**src/rtl/stage_6_combined.sv**
```systemverilog
// stage_6_combined
// ----------------
// Clocked model of a six-stage bundled-data micropipeline. Tokens are taken
// from upstream with a four-phase req/ack handshake. They ripple forward through
// the stage latches as bubbles allow. They are offered downstream with a second
// four-phase handshake. The block acts as an elastic FIFO between two handshake
// domains that share one clock.
//
// Handshake rules, both sides (four-phase, return-to-zero):
//   1. The sender raises req with its data valid.
//   2. The receiver raises ack once it has taken the data.
//   3. The sender drops req.
//   4. The receiver drops ack.
//   Data stays stable from the rise of req until the rise of ack.
//
// Ports:
//   clk      - single clock; all state updates on the rising edge
//   rst      - synchronous reset, active-low
//   req_in   - upstream request; data_in is valid while high
//   ack_out  - acknowledge to upstream (registered)
//   data_in  - upstream token
//   req_out  - downstream request; data_out is valid while high (registered)
//   ack_in   - downstream acknowledge of req_out
//   data_out - token offered downstream; holds its last value while req_out is low
module stage_6_combined #(
    parameter int DATA_W = 3,
    parameter int STAGES = 6
) (
    input  logic              clk,
    input  logic              rst,
    input  logic              req_in,
    input  logic              ack_in,
    input  logic [DATA_W-1:0] data_in,
    output logic              req_out,
    output logic              ack_out,
    output logic [DATA_W-1:0] data_out
);

    typedef enum logic {IN_IDLE, IN_WAIT} in_state_t;
    typedef enum logic {OUT_IDLE, OUT_REQ} out_state_t;

    in_state_t  in_state, in_next;
    out_state_t out_state, out_next;

    logic [STAGES-1:0] full;
    logic [STAGES-1:0] full_next;
    logic [DATA_W-1:0] data [STAGES];

    logic              load0;
    logic [STAGES-2:0] adv;
    logic              launch;
    logic              consume;

    // Every decision below uses state from the start of the cycle. A token
    // only moves into a stage that was empty at the start of the cycle. So a
    // load into stage 0 and an advance can never target the same stage.
    always_comb begin
        load0   = (in_state == IN_IDLE) && req_in && !full[0];
        adv     = '0;
        for (int i = 0; i < STAGES - 1; i++) begin
            adv[i] = full[i] && !full[i+1];
        end
        // A lingering ack_in from the previous transfer must return low first.
        launch  = (out_state == OUT_IDLE) && full[STAGES-1] && !ack_in;
        consume = (out_state == OUT_REQ) && ack_in;
    end

    always_comb begin
        full_next = full;
        if (load0) begin
            full_next[0] = 1'b1;
        end
        for (int i = 0; i < STAGES - 1; i++) begin
            if (adv[i]) begin
                full_next[i]   = 1'b0;
                full_next[i+1] = 1'b1;
            end
        end
        // The last stage stays full for the whole OUT_REQ phase. It is freed
        // only when downstream acknowledges.
        if (consume) begin
            full_next[STAGES-1] = 1'b0;
        end
    end

    // State registers for both handshake controllers.
    always_ff @(posedge clk) begin
        if (!rst) begin
            in_state  <= IN_IDLE;
            out_state <= OUT_IDLE;
        end else begin
            in_state  <= in_next;
            out_state <= out_next;
        end
    end

    // Next-state logic.
    always_comb begin
        in_next = in_state;
        case (in_state)
            IN_IDLE: if (load0)   in_next = IN_WAIT;
            IN_WAIT: if (!req_in) in_next = IN_IDLE;
            default: in_next = IN_IDLE;
        endcase

        out_next = out_state;
        case (out_state)
            OUT_IDLE: if (launch)  out_next = OUT_REQ;
            OUT_REQ:  if (consume) out_next = OUT_IDLE;
            default:  out_next = OUT_IDLE;
        endcase
    end

    // Output decode. The handshake outputs are pure functions of the state
    // registers, so there is no input-to-output combinational path.
    always_comb begin
        ack_out = (in_state == IN_WAIT);
        req_out = (out_state == OUT_REQ);
    end

    // Stage datapath and the registered output token.
    always_ff @(posedge clk) begin
        if (!rst) begin
            full     <= '0;
            data_out <= '0;
            for (int i = 0; i < STAGES; i++) begin
                data[i] <= '0;
            end
        end else begin
            full <= full_next;
            if (load0) begin
                data[0] <= data_in;
            end
            for (int i = 0; i < STAGES - 1; i++) begin
                if (adv[i]) begin
                    data[i+1] <= data[i];
                end
            end
            if (launch) begin
                data_out <= data[STAGES-1];
            end
        end
    end

endmodule

```
**config.mk**
```make
export PLATFORM = sky130hd
export DESIGN_NAME = stage_6_combined
export DESIGN_NICKNAME = d
export VERILOG_FILES = /design/src/rtl/stage_6_combined.sv
export SDC_FILE = /design/constraint.sdc
export NUM_CORES = 1
export LEC_CHECK = 0
export CORE_UTILIZATION = 40
export DETAILED_ROUTE_END_ITERATION = 10
export PLACE_DENSITY_LB_ADDON = 0.1
export RECOVER_POWER = 50
export SYNTH_ARGS = -nofsm -noshare
export SYNTH_HDL_FRONTEND = slang
export SYNTH_SLANG_ARGS = --single-unit
```
**constraint.sdc**
```tcl
create_clock -name clk -period 1.62 [get_ports clk]
set_input_delay 0.162 -clock clk [delete_from_list [all_inputs] [get_ports clk]]
set_output_delay 0.162 -clock clk [all_outputs]
set_load 0.02 [all_outputs]
```
==> metrics.txt <==
# TYPE chip_impl_metric gauge
chip_impl_info{name="r2r-end",value="data[0][2]$_SDFFCE_PN0P_"} 1
chip_impl_info{name="tritoncts",value="built"} 1
chip_impl_metric{name="ir_worst_vdd",unit="mV"} 0.721
chip_impl_metric{name="ctsLongestPathBuffers",unit=""} 2
chip_impl_metric{name="remaining_drc_errors",unit=""} 0
chip_impl_metric{name="timing.final.max_slew_violations",unit=""} 0
chip_impl_info{name="synth.top_cells.by_area",value="sky130_fd_sc_hd__edfxtp_1 (47%), sky130_fd_sc_hd__dfxtp_1 (19%), sky130_fd_sc_hd__and3_1 (6.5%)"} 1
chip_impl_metric{name="post_drt_via_cell_ratio",unit=""} 4.84
chip_impl_metric{name="wl",unit="mm"} 1.71
chip_impl_info{name="hp-start",value="req_in"} 1
chip_impl_info{name="synthMostInstantiatedCell",value="sky130_fd_sc_hd__edfxtp_1"} 1
chip_impl_metric{name="number_of_antenna_violations_at_the_first_check_in_global_routing",unit=""} 0
chip_impl_info{name="synth-main-ff-cell",value="sky130_fd_sc_hd__edfxtp_1"} 1
chip_impl_metric{name="total_negative_slack_for_setup_checks",unit="ps"} 0
chip_impl_metric{name="grt_overflow_total",unit=""} 0
chip_impl_metric{name="layout-area-overhead-vs-synth",unit="%"} 16.4
chip_impl_metric{name="die_height",unit="µm"} 55.8
chip_impl_metric{name="layout-drive-gt1-share",unit="%"} 6.25
chip_impl_metric{name="edff_count_synth",unit=""} 18
chip_impl_metric{name="final-instance-count-excl-fill",unit=""} 143
chip_impl_info{name="critPathTopFamily",value="buffers and inverters"} 1
chip_impl_metric{name="synth_area",unit="mm²"} 0.00116
chip_impl_metric{name="cellPowerDensity",unit="mW/mm²"} 949
chip_impl_metric{name="antenna_violating_nets_post_route",unit=""} 0
chip_impl_metric{name="pre_cts_slack",unit="ps"} 145
chip_impl_metric{name="num_vias",unit=""} 692
chip_impl_metric{name="worst-r2r-cell-count",unit=""} 2
chip_impl_metric{name="layout.core_utilization",unit="%"} 48.9
chip_impl_metric{name="whs_path_depth",unit=""} 3
chip_impl_metric{name="synth.yosys.seq_area_share",unit="%"} 65.7
chip_impl_metric{name="final-setup-viol-count",unit=""} 0
chip_impl_metric{name="grt_use_total",unit="%"} 13.0
chip_impl_metric{name="detailedPlacementHpwl",unit="mm"} 1.25
chip_impl_metric{name="grt_start_max_net_pins",unit=""} 18
chip_impl_metric{name="ctsHoldBuffers",unit=""} 0
chip_impl_metric{name="synth-seq-cells",unit=""} 29
chip_impl_metric{name="cts.sink_count",unit=""} 29
chip_impl_info{name="reg2reg_from",value="full[0]$_SDFFE_PP0P_"} 1
chip_impl_metric{name="achievable-frequency",unit="MHz"} 651
chip_impl_info{name="worst_setup_path_start_kind",value="register"} 1
chip_impl_metric{name="power.static_leakage",unit="nW"} 0.536
chip_impl_metric{name="yosys_warnings",unit=""} 0
chip_impl_metric{name="crit_fanout",unit=""} 4
chip_impl_metric{name="core_region_area",unit="mm²"} 0.00276
chip_impl_metric{name="r2r_slack",unit="ps"} 450
chip_impl_metric{name="finalHoldViolCount",unit=""} 0
chip_impl_metric{name="numPortBuffers",unit=""} 11
chip_impl_metric{name="critical_path_buf_inv_count",unit=""} 1
chip_impl_info{name="hold_path_class",value="in2reg"} 1
chip_impl_info{name="critPathSlowestCell",value="sky130_fd_sc_hd__clkdlybuf4s50_1"} 1
chip_impl_metric{name="final_min_period_over_clock_period",unit="%"} 94.9
chip_impl_info{name="synth_largest_area_cell",value="sky130_fd_sc_hd__edfxtp_1"} 1
chip_impl_metric{name="required_worst_endpoint",unit="ps"} 1460
chip_impl_metric{name="drt_iter0_markers",unit=""} 8
chip_impl_info{name="run_status",value="finished clean"} 1
chip_impl_metric{name="dp.cells",unit=""} 136
chip_impl_metric{name="timing.max_slew.rel_slack",unit="%"} 77.2
chip_impl_metric{name="finalPower",unit="mW"} 1.28
chip_impl_metric{name="max-cap-violations",unit=""} 0
chip_impl_info{name="critical_path.cell_chain",value="clkdlybuf4s50_1"} 1
chip_impl_metric{name="synthArstFlopShare",unit="%"} 0
chip_impl_metric{name="cp_slowest_stage_delay",unit="ps"} 630
chip_impl_info{name="crit_start",value="req_out$_SDFF_PN0_"} 1
chip_impl_metric{name="syn-num-nets",unit=""} 102
chip_impl_metric{name="die_w",unit="µm"} 55.8
chip_impl_info{name="netlist_top_cells_count",value="sky130_fd_sc_hd__edfxtp_1 (18), sky130_fd_sc_hd__nand2_1 (17), sky130_fd_sc_hd__and3_1 (12)"} 1
chip_impl_metric{name="grt_pass1_wl",unit="mm"} 2.94
chip_impl_info{name="timing.hold.worst_endpoint",value="ack_out$_SDFF_PN0_"} 1
chip_impl_metric{name="clock-skew-final",unit="ps"} 4.15
chip_impl_metric{name="cts_post_setup_buffers_inserted",unit=""} 0
chip_impl_info{name="setup_repair_after_global_routing_missed_its_margin",value="no"} 1
chip_impl_metric{name="cts-htree-levels",unit=""} 2
chip_impl_info{name="crit_type",value="reg2out"} 1
chip_impl_metric{name="worst_slack",unit="ps"} 82.9
chip_impl_metric{name="initial_core_util",unit="%"} 42.0
chip_impl_metric{name="1st_pass_router_iterations",unit=""} 3
chip_impl_metric{name="clk-insertion-delay-late",unit="ps"} 320
chip_impl_metric{name="period_needed",unit="ps"} 1540
chip_impl_metric{name="synth.top_cell.area_share",unit="%"} 46.7
chip_impl_metric{name="row_count",unit=""} 19
chip_impl_metric{name="cts_buffers",unit=""} 5
chip_impl_metric{name="finalWeightedCongestion",unit=""} 0.707
chip_impl_metric{name="avgRoutedWirePerCell",unit="µm"} 11.9
chip_impl_metric{name="num-nets-final",unit=""} 119
chip_impl_metric{name="cts.reportedPaths.clkPinSlew",unit="ps"} 80
chip_impl_metric{name="post_synthesis_mean_instance_area",unit="µm²"} 12.2
chip_impl_metric{name="ports_placed_on_the_boundary",unit=""} 12
chip_impl_metric{name="grt_pass1_vias",unit=""} 691
chip_impl_metric{name="cp_num_cells",unit=""} 1
chip_impl_metric{name="ys_types",unit=""} 19
chip_impl_metric{name="crit_arrival",unit="ps"} 1380
chip_impl_info{name="cts_root_buf",value="sky130_fd_sc_hd__clkbuf_4"} 1
chip_impl_metric{name="syn-instance-count",unit=""} 95
chip_impl_metric{name="post_cts.resized_instances",unit=""} 0
chip_impl_metric{name="num_antenna_cells",unit=""} 0
chip_impl_info{name="worst_setup_path_end_kind",value="primary output"} 1
chip_impl_metric{name="worst_slew_pin_slew",unit="ps"} 342
chip_impl_metric{name="fp.dieArea",unit="mm²"} 0.00311
[state kept, by name (all words and copies together), names as in the netlist]
register / cells
ack_out: 1
data: 18
data_out: 3
full: 6
req_out: 1
[cell type report]
class                      instances  area, µm²
clock inverter                     1       3.75
timing repair buffer              13        121
multi-input combinational         61        374
sequential                        29        761
clock buffer                       6       41.3
tap                               31       38.8
fill                             257       1410
inverter                           2       7.51
[per-stage QoR]
step	instance area [µm²]	hold WS, ps
floorplan	1160	238
global placement	1310	445
detailed placement	1310	454
CTS	1350	397
global route	1350	406
finish	1350	404
[worst max-delay path by stage]
stage | to | slack (ps)
5_1_grt | req_out | 10
3_5_place_dp | data[0][1]$_SDFFCE_PN0P_ | 150
3_3_place_gp | data[0][1]$_SDFFCE_PN0P_ | 160
2_1_floorplan | data[0][0]$_SDFFCE_PN0P_ | 460
6_report | req_out | 80
4_1_cts | req_out | 70
[layout by cell type, fill, tap and decap left out, drive strengths merged]
master         netlist  routed
a21boi               5       5
a21oi                2       2
and2                 6       6
and3                12      12
and3b                1       1
and4bb               1       1
buf                  3       1
clkbuf               0       7
clkdlybuf4s50        0      10
clkinv               0       1
dfxtp               11      11
dlygate4sd3          0       1
edfxtp              18      18
inv                  2       2
mux2i                3       3
nand2               17      17
nand2b               4       4
nor2                 1       1
nor2b                4       4
nor3b                2       2
o21ai                2       2
or3b                 1       1
[metal layers]
metal | wire length (µm) | global-route usage, % | vias to the layer above
li1 | - | - | 366
met1 | 825 | 16.4 | 310
met2 | 747 | 18.6 | 11
met3 | 90 | 6.28 | 5
met4 | 45 | 6.43 | 0
met5 | 0 | 0 | -
[cell families (layout without fill, tap and decap cells)]
logic type      count (synthesis)  in the layout  synth area share (%)
simple gates                   49             49                  24.8
flops                          29             29                  65.7
compound gates                  9              9                  4.97
mux                             3              3                  2.59
buf+inv                         5             22                  1.95
[power breakdown]
| part | total, mW | internal (mW) | switching (mW) | leakage, nW |
|---|---|---|---|---|
| Combinational | 0.0695 | 0.0334 | 0.0361 | 0.232 |
| Sequential | 0.826 | 0.814 | 0.0127 | 0.278 |
| Clock | 0.383 | 0.157 | 0.226 | 0.0258 |
| Total | 1.28 | 1.00 | 0.275 | 0.536 |
No activity file was read; power rests on OpenSTA's default activity.
